<file path="src/rtl/uart_rx.sv">
// uart_rx: 16x-oversampled UART receiver with valid/ready byte output.
// Optional parity bit is compiled in by defining UART_RX_PARITY_EN.
module uart_rx #(
  parameter int DATA_BITS    = 8,
  parameter int OVERSAMPLING = 16,
  parameter int PARITY_ODD   = 0
) (
  input  logic                 clk,
  input  logic                 rst,
  input  logic                 rx_en,
  input  logic                 tick_16x,
  input  logic                 rx,
  output logic [DATA_BITS-1:0] rx_data,
  output logic                 rx_valid,
  input  logic                 rx_ready,
  output logic                 frame_err,
  output logic                 overrun,
  output logic                 parity_err,
  output logic                 busy
);

  localparam int CW = $clog2(OVERSAMPLING);
  localparam int BW = $clog2(DATA_BITS);
  localparam logic [CW-1:0] MID  = CW'(OVERSAMPLING / 2 - 1);
  localparam logic [CW-1:0] LAST = CW'(OVERSAMPLING - 1);
  localparam logic [BW-1:0] LBIT = BW'(DATA_BITS - 1);

  if (OVERSAMPLING < 4 || (OVERSAMPLING % 2) != 0 ||
      DATA_BITS < 5 || DATA_BITS > 9 ||
      PARITY_ODD < 0 || PARITY_ODD > 1) begin : g_bad_cfg
    $error("uart_rx: unsupported parameter set");
  end

  typedef enum logic [2:0] {
    IDLE, START, DATA, PARITY, STOP, BRK
  } state_e;

  state_e               state_q, state_d;
  logic [CW-1:0]        cnt_q, cnt_d;
  logic [BW-1:0]        idx_q, idx_d;
  logic [DATA_BITS-1:0] sh_q, sh_d;
  logic                 rx_meta_q, rx_s_q;
  logic [DATA_BITS-1:0] data_q;
  logic                 valid_q;
  logic                 ferr_q, ovr_q;
  logic                 deliver, ferr_d;
`ifdef UART_RX_PARITY_EN
  logic                 pbad_q, pbad_d;
  logic                 perr_q, perr_d;
`endif

  always_comb begin
    state_d = state_q;
    cnt_d   = cnt_q;
    idx_d   = idx_q;
    sh_d    = sh_q;
    deliver = 1'b0;
    ferr_d  = 1'b0;
`ifdef UART_RX_PARITY_EN
    pbad_d  = pbad_q;
    perr_d  = 1'b0;
`endif
    if (!rx_en) begin
      state_d = IDLE;
      cnt_d   = '0;
      idx_d   = '0;
    end else if (tick_16x) begin
      unique case (state_q)
        IDLE: begin
          if (!rx_s_q) begin
            state_d = START;
            cnt_d   = '0;
          end
        end
        START: begin
          if (cnt_q == MID) begin
            cnt_d   = '0;
            idx_d   = '0;
            state_d = rx_s_q ? IDLE : DATA;
          end else begin
            cnt_d = cnt_q + CW'(1);
          end
        end
        DATA: begin
          if (cnt_q == LAST) begin
            cnt_d = '0;
            sh_d  = {rx_s_q, sh_q[DATA_BITS-1:1]};
            idx_d = idx_q + BW'(1);
            if (idx_q == LBIT) begin
`ifdef UART_RX_PARITY_EN
              state_d = PARITY;
`else
              state_d = STOP;
`endif
            end
          end else begin
            cnt_d = cnt_q + CW'(1);
          end
        end
`ifdef UART_RX_PARITY_EN
        PARITY: begin
          if (cnt_q == LAST) begin
            cnt_d   = '0;
            pbad_d  = rx_s_q ^ (^sh_q) ^ 1'(PARITY_ODD);
            state_d = STOP;
          end else begin
            cnt_d = cnt_q + CW'(1);
          end
        end
`endif
        STOP: begin
          if (cnt_q == LAST) begin
            cnt_d = '0;
            if (!rx_s_q) begin
              ferr_d  = 1'b1;
              state_d = BRK;
            end else begin
              state_d = IDLE;
`ifdef UART_RX_PARITY_EN
              if (pbad_q) perr_d = 1'b1;
              else        deliver = 1'b1;
`else
              deliver = 1'b1;
`endif
            end
          end else begin
            cnt_d = cnt_q + CW'(1);
          end
        end
        // a held-low line must go high before a new start is accepted
        BRK: begin
          if (rx_s_q) state_d = IDLE;
        end
        default: state_d = IDLE;
      endcase
    end
  end

  always_ff @(posedge clk) begin
    if (rst) begin
      rx_meta_q <= 1'b1;
      rx_s_q    <= 1'b1;
      state_q   <= IDLE;
      cnt_q     <= '0;
      idx_q     <= '0;
      sh_q      <= '0;
`ifdef UART_RX_PARITY_EN
      pbad_q    <= 1'b0;
      perr_q    <= 1'b0;
`endif
    end else begin
      rx_meta_q <= rx;
      rx_s_q    <= rx_meta_q;
      state_q   <= state_d;
      cnt_q     <= cnt_d;
      idx_q     <= idx_d;
      sh_q      <= sh_d;
`ifdef UART_RX_PARITY_EN
      pbad_q    <= pbad_d;
      perr_q    <= perr_d;
`endif
    end
  end

  always_ff @(posedge clk) begin
    if (rst) begin
      data_q  <= '0;
      valid_q <= 1'b0;
      ferr_q  <= 1'b0;
      ovr_q   <= 1'b0;
    end else begin
      ferr_q <= ferr_d;
      ovr_q  <= 1'b0;
      if (deliver) begin
        if (!valid_q || rx_ready) begin
          data_q  <= sh_q;
          valid_q <= 1'b1;
        end else begin
          ovr_q <= 1'b1;
        end
      end else if (valid_q && rx_ready) begin
        valid_q <= 1'b0;
      end
    end
  end

  assign rx_data   = data_q;
  assign rx_valid  = valid_q;
  assign frame_err = ferr_q;
  assign overrun   = ovr_q;
  assign busy      = (state_q != IDLE);
`ifdef UART_RX_PARITY_EN
  assign parity_err = perr_q;
`else
  assign parity_err = 1'b0;
`endif

endmodule

</file>
<file path="config.mk">
export PLATFORM = sky130hd
export DESIGN_NAME = uart_rx
export DESIGN_NICKNAME = d
export VERILOG_FILES = /design/src/rtl/uart_rx.sv
export SDC_FILE = /design/constraint.sdc
export NUM_CORES = 1
export LEC_CHECK = 0
export CORE_MARGIN = 2
export CORE_UTILIZATION = 35
export DETAILED_ROUTE_END_ITERATION = 10
export PLACE_DENSITY = 0.6
export SLEW_MARGIN = 20
export SYNTH_ARGS = -nofsm -noshare
export SYNTH_HDL_FRONTEND = slang
export SYNTH_SLANG_ARGS = --single-unit
</file>
<file path="constraint.sdc">
create_clock -name clk -period 3.5 [get_ports clk]
set_clock_uncertainty 0.2 [all_clocks]
set_input_delay 1.05 -clock clk [delete_from_list [all_inputs] [get_ports clk]]
set_output_delay 1.05 -clock clk [all_outputs]
set_load 0.03 [all_outputs]
</file>
==> reports/metrics.yaml, run 1 <==
postSynthAreaPerCell_um2: 9.985
postCtsSetupRepairBufs: 0
regToRegEndpoint: "cnt_q[2]"
grtUsageTotal_pct: 13.40
fmax_mhz: 315.7
ys_types: 47
drive_gt1_share_pct: 15.52
worst_setup_path_end_kind: "output pin"
nFillCells: 417
drt_wl_total_um: 3073
r2r_cells: 4
drtAntennaViolNets: 0
slew_headroom_pct: 53.11
cellLeakagePower_nw: 0.7980
synth_nets: 164
setup_viol_count_final: 0
min_period_ps: 3167
die_y_um: 70.50
die-area_um2: 4970
rsz0062_at_grt: "false"
cp_data_required_time_ps: 2250
regArea_um2: 620.6
cts_root_buf: "clkbuf_8"
crit_type: "flip-flop to output pin"
dpl.cell_count: 218
cap_violations: 0
avgRoutedWirePerCell_um: 13.60
yosysSeqAreaShare_pct: 40.10
gp_congestion: 0.8280
fin_area_um2: 1854
worst_pin_slew_ps: 702.4
drc: 0
place_ws_ps: 567.8
start_util_pct: 36.04
diodes: 0
finalHoldViolCount: 0
cts_tree: "yes"
grt_pass1_vias: 1157
min-delay-start: "rx_meta_q"
synth-async-reset-ratio_pct: 0
slew_violations: 0
cts_buffers: 5
synth_edf_count: 0
post_cts_resized: 0
coreArea_um2: 4294
clk_pin_slew_ps: 70
start_kind: "flip-flop"
vias: 1177
hp-class: "flip-flop to flip-flop"
clkLatencyLatePin_ps: 280
layout.nets: 182
ir_drop_mv: 0.2027
cts_max_level: 2
port_buffers: 17
drt_iter0_drc: 76
post-route-period-util_pct: 90.50
yosys_warnings: 0
firstDrtPassIters: 4
synth_area_um2: 1548
cts_sinks: 31
ctsLongestPathBuffers: 2
fin_tns_setup_ps: 0
fin_cells: 226
synthFlopType: "dfxtp_1"
ys_ff_latch: 31
area_delta_synth_final_pct: 19.81
rrSetupSlack_ps: 1360
antenna_found_initial: 0
hold_depth: 1
place_area_um2: 1750
holdBufCountCts: 0
critical_path_arrival_ps: 1920
setup_slack_ps: 332.6
hpwl_um: 2214
die_w_um: 70.50
r2r_start: "state_q[2]"
p_per_area_nw_per_um2: 381.3
gr-total-overflow: 0
whs_ps: 208.8
status: "finished, final reports clean"
grt_max_degree: 22
avgViaCountPerCell: 5.208
multiInputGateArea_um2: 860.8
core.rowCount: 24
worstHoldEndpoint: "rx_s_q"
pin_count: 19
syn-instance-count: 155
grt_first_pass_wirelength_um: 5354
worstPathMaxFanout: 20
cells in the mapped netlist, types with 4 or more instances:
cell	number	area share, %
nand2b_1	4	1.6
buf_4	4	1.9
nand2_1	5	1.2
nor2_1	27	6.5
dfxtp_1	31	40
mux2i_1	21	14
kinds of logic (layout without fill, tap and decap cells):
kind of cell / after synthesis / after routing / share of synthesized area (%)
AND/OR/NAND/NOR: 68 / 68 / 27.57
flip-flops: 31 / 31 / 40.10
multiplexers: 21 / 21 / 13.58
AO/OA/AOI/OAI: 19 / 19 / 10.75
buffers and inverters: 11 / 30 / 4.284
adder cells (fa/ha/maj): 3 / 3 / 2.425
other: 1 / 1 / 0.2423
XOR/XNOR: 1 / 1 / 1.051
sequential cells by signal, indices dropped and copies added (netlist names):
register,cells
rx_data,8
sh_q,8
cnt_q,4
idx_q,3
state_q,3
frame_err,1
overrun,1
rx_meta_q,1
rx_s_q,1
rx_valid,1
power by group:
group | switching [mW] | internal [mW] | leakage [nW]
sequential | 0.00260 | 0.354 | 0.250
clock | 0.133 | 0.179 | 0.0505
combinational | 0.0211 | 0.0176 | 0.497
total | 0.156 | 0.551 | 0.798
stage by stage:
step                      total power, mW  util [%]
after global placement             0.4024     40.76
after CTS                          0.7215     43.18
after detailed placement           0.4034     40.76
after floorplan                    0.3892         -
after global routing               0.7409     43.18
final                              0.7071     43.18
per-layer routing:
metal	GRT usage (%)	share of wire, %	wire length [um]
met2	20.86	47	1444
met5	0	0	0
met4	5.342	2.1	65
met1	17.72	46	1410
met3	3.463	5.0	153
area by class of cell:
cell class	count	area share, %
timing repair buffer	21	10.80
clock buffer	7	5.196
multi-input combinational	113	46.42
clock inverter	1	0.4049
tap	52	3.509
inverter	1	0.2024
sequential	31	33.47
layout by cell type, fill, tap and decap left out, types with 2 or more instances in the layout:
master	synthesis	final
nand3_1	3	3
a21oi_1	3	3
nor2_1	27	27
mux2i_1	21	21
ha_1	3	3
dfxtp_1	31	31
and3_1	3	3
a2bb2oi_1	2	2
nand4_4	2	2
nand3b_1	2	2
o21ai_0	2	2
or2_2	3	3
buf_4	4	4
or3b_1	3	3
nand2_1	5	5
nor3_1	2	2
nand2b_1	4	4
clkbuf_8	0	7
clkdlybuf4s50_1	0	17
nand4b_1	3	3
worst max-delay path: stages (launching register included):
cell and delay [ps]:
dfxtp_1 770, or3_1 200, clkdlybuf4s50_1 660
how the worst max path moves through the flow:
stage / cells after the start / slack [ps] / from / endpoint
after floorplan: 3 / 1140 / state_q[1] / busy
after global placement: 5 / 620 / tick_16x / state_q[0]
after detailed placement: 5 / 570 / rx_en / cnt_q[3]
after CTS: 2 / 310 / state_q[2] / busy
after global routing: 2 / 220 / state_q[2] / busy
final: 2 / 330 / state_q[2] / busy
No activity file was read; power rests on OpenSTA's default activity.
==> inputs of run 2 (changes only) <==
--- a/config.mk
+++ b/config.mk
@@ -5,10 +5,9 @@
 export SDC_FILE = /design/constraint.sdc
 export NUM_CORES = 1
 export LEC_CHECK = 0
-export CORE_MARGIN = 2
-export CORE_UTILIZATION = 35
+export CORE_UTILIZATION = 30
 export DETAILED_ROUTE_END_ITERATION = 10
-export PLACE_DENSITY = 0.6
+export PLACE_DENSITY = 0.54
 export SLEW_MARGIN = 20
 export SYNTH_ARGS = -nofsm -noshare
 export SYNTH_HDL_FRONTEND = slang
==> run 2 against run 1 <==
  * Count of clock-buffer cells in the layout decreased by 1
  * Setup slack got worse by 35 ps
  * Highest routed layer unchanged
  * Global-route usage decreased by 0.57 points
  * Sequential share of layout area decreased by 0.58 points
  * Total power increased by 7.5%
==> reports/metrics.yaml, run 2 (same netlist as run 1, synthesis figures left out) <==
status: "finished, final reports clean"
cts_buffers: 5
post_cts_resized: 0
gp_congestion: 0.7646
layout.nets: 182
fmax_mhz: 312.3
core.rowCount: 25
worstPathCellList: "or3_1 > clkdlybuf4s50_1"
slew_violations: 0
whs_ps: 207.7
die_y_um: 73.83
p_per_area_nw_per_um2: 402.9
avgRoutedWirePerCell_um: 12.84
crit_buf_inv: 1
worstPathMaxFanout: 20
cp_top_family: "flip-flops"
drive_gt1_share_pct: 15.52
cts_max_level: 2
ctsLongestPathBuffers: 2
min-delay-start: "rx_meta_q"
rsz0062_at_grt: "false"
avgViaCountPerCell: 4.817
cts_root_buf: "clkbuf_8"
worst_pin_slew_ps: 737.9
nFillCells: 480
cts_sinks: 31
drt_iter0_drc: 41
start_util_pct: 31.92
final_common_cell: "dfxtp_1"
vias: 1161
crit_type: "flip-flop to output pin"
clkLatencyLatePin_ps: 290
crit_path_max_incr_delay_ps: 800
cap_violations: 0
cts_tree: "yes"
setup_viol_count_final: 0
antenna_found_initial: 0
pin_count: 19
grt_pass1_vias: 1133
clk_pin_slew_ps: 70
critPathLaunch: "state_q[2]"
finalHoldViolCount: 0
hp-class: "flip-flop to flip-flop"
postCtsSetupRepairBufs: 0
drtAntennaViolNets: 0
start_kind: "flip-flop"
ir_drop_mv: 0.2996
worst_setup_path_end_kind: "output pin"
port_buffers: 17
diodes: 0
min_period_ps: 3202
fin_tns_setup_ps: 0
post-route-period-util_pct: 91.49
grt_max_degree: 22
slew_headroom_pct: 50.74
mostFrequentLayoutCells: "dfxtp_1, nor2_1, mux2i_1"
firstDrtPassIters: 4
cellLeakagePower_nw: 0.8087
die_w_um: 73.83
area_delta_synth_final_pct: 21.91
gr-total-overflow: 0
coreArea_um2: 4848
critical_path_arrival_ps: 1950
grt_first_pass_wirelength_um: 5264
grtUsageTotal_pct: 12.83
drt_wl_total_um: 3095
hpwl_um: 2210
cpMaxStageDelayCell: "dfxtp_1"
die-area_um2: 5450
holdBufCountCts: 0
drc: 0
cp_data_required_time_ps: 2250
r2r_start: "state_q[2]"
run 2: cell types whose count changed in the layout (fill, tap and decap cells not counted), sizes merged:
| cell | before | now |
|---|---|---|
| clkinvlp | 1 | 0 |
| bufinv | 0 | 1 |
| clkbuf | 7 | 6 |
| clkinv | 0 | 1 |
run 2: cell type report:
| class | count | area (um2) | share of cell area [%] |
|---|---|---|---|
| clock buffer | 6 | 82.58 | 4.377 |
| tap | 67 | 83.83 | 4.443 |
| timing repair buffer | 21 | 200.2 | 10.61 |
| multi-input combinational | 113 | 860.8 | 45.62 |
| inverter | 1 | 3.754 | 0.1989 |
| sequential | 31 | 620.6 | 32.89 |
| clock inverter | 2 | 35.03 | 1.857 |
run 2: layer usage:
| layer | wire length, um | share of wire (%) | track usage, % |
|---|---|---|---|
| met1 | 1406 | 45 | 15.86 |
| met2 | 1530 | 49 | 21.30 |
| met3 | 121 | 3.9 | 3.567 |
| met4 | 36 | 1.2 | 4.487 |
| met5 | 0 | 0 | 0 |
run 2: where the power goes:
part           internal, mW  switching, mW
Clock                 0.230          0.135
Combinational        0.0176         0.0209
Sequential            0.354        0.00266
Total                 0.602          0.158
run 2: final timing paths:
path | slack, ps | cells past startpoint | to
setup / recovery | 300 | 2 | busy
hold / removal | 210 | 1 | rx_s_q
setup reg to reg | 1330 | 4 | cnt_q[2]
hold reg to reg | 210 | 1 | rx_s_q
run 2: worst reg2reg max path, delay by kind of cell (launching register included):
kind | cells | cell delay, ps
flip-flops | 1 | 800
AND/OR/NAND/NOR | 3 | 960
AO/OA/AOI/OAI | 1 | 140
run 2: stage by stage:
stage               instances  area [um2]  utilization (%)  power, mW  worst slack, ps
CTS                       241        1887            38.92     0.7701            326.6
floorplan                 155        1548                -     0.3892             1144
detailed placement        233        1769            36.49     0.4035            605.1
global route              241        1887            38.92     0.7854            231.0
finish                    241        1887            38.92     0.7602            298.0
global placement          233        1769            36.49     0.4026            606.3
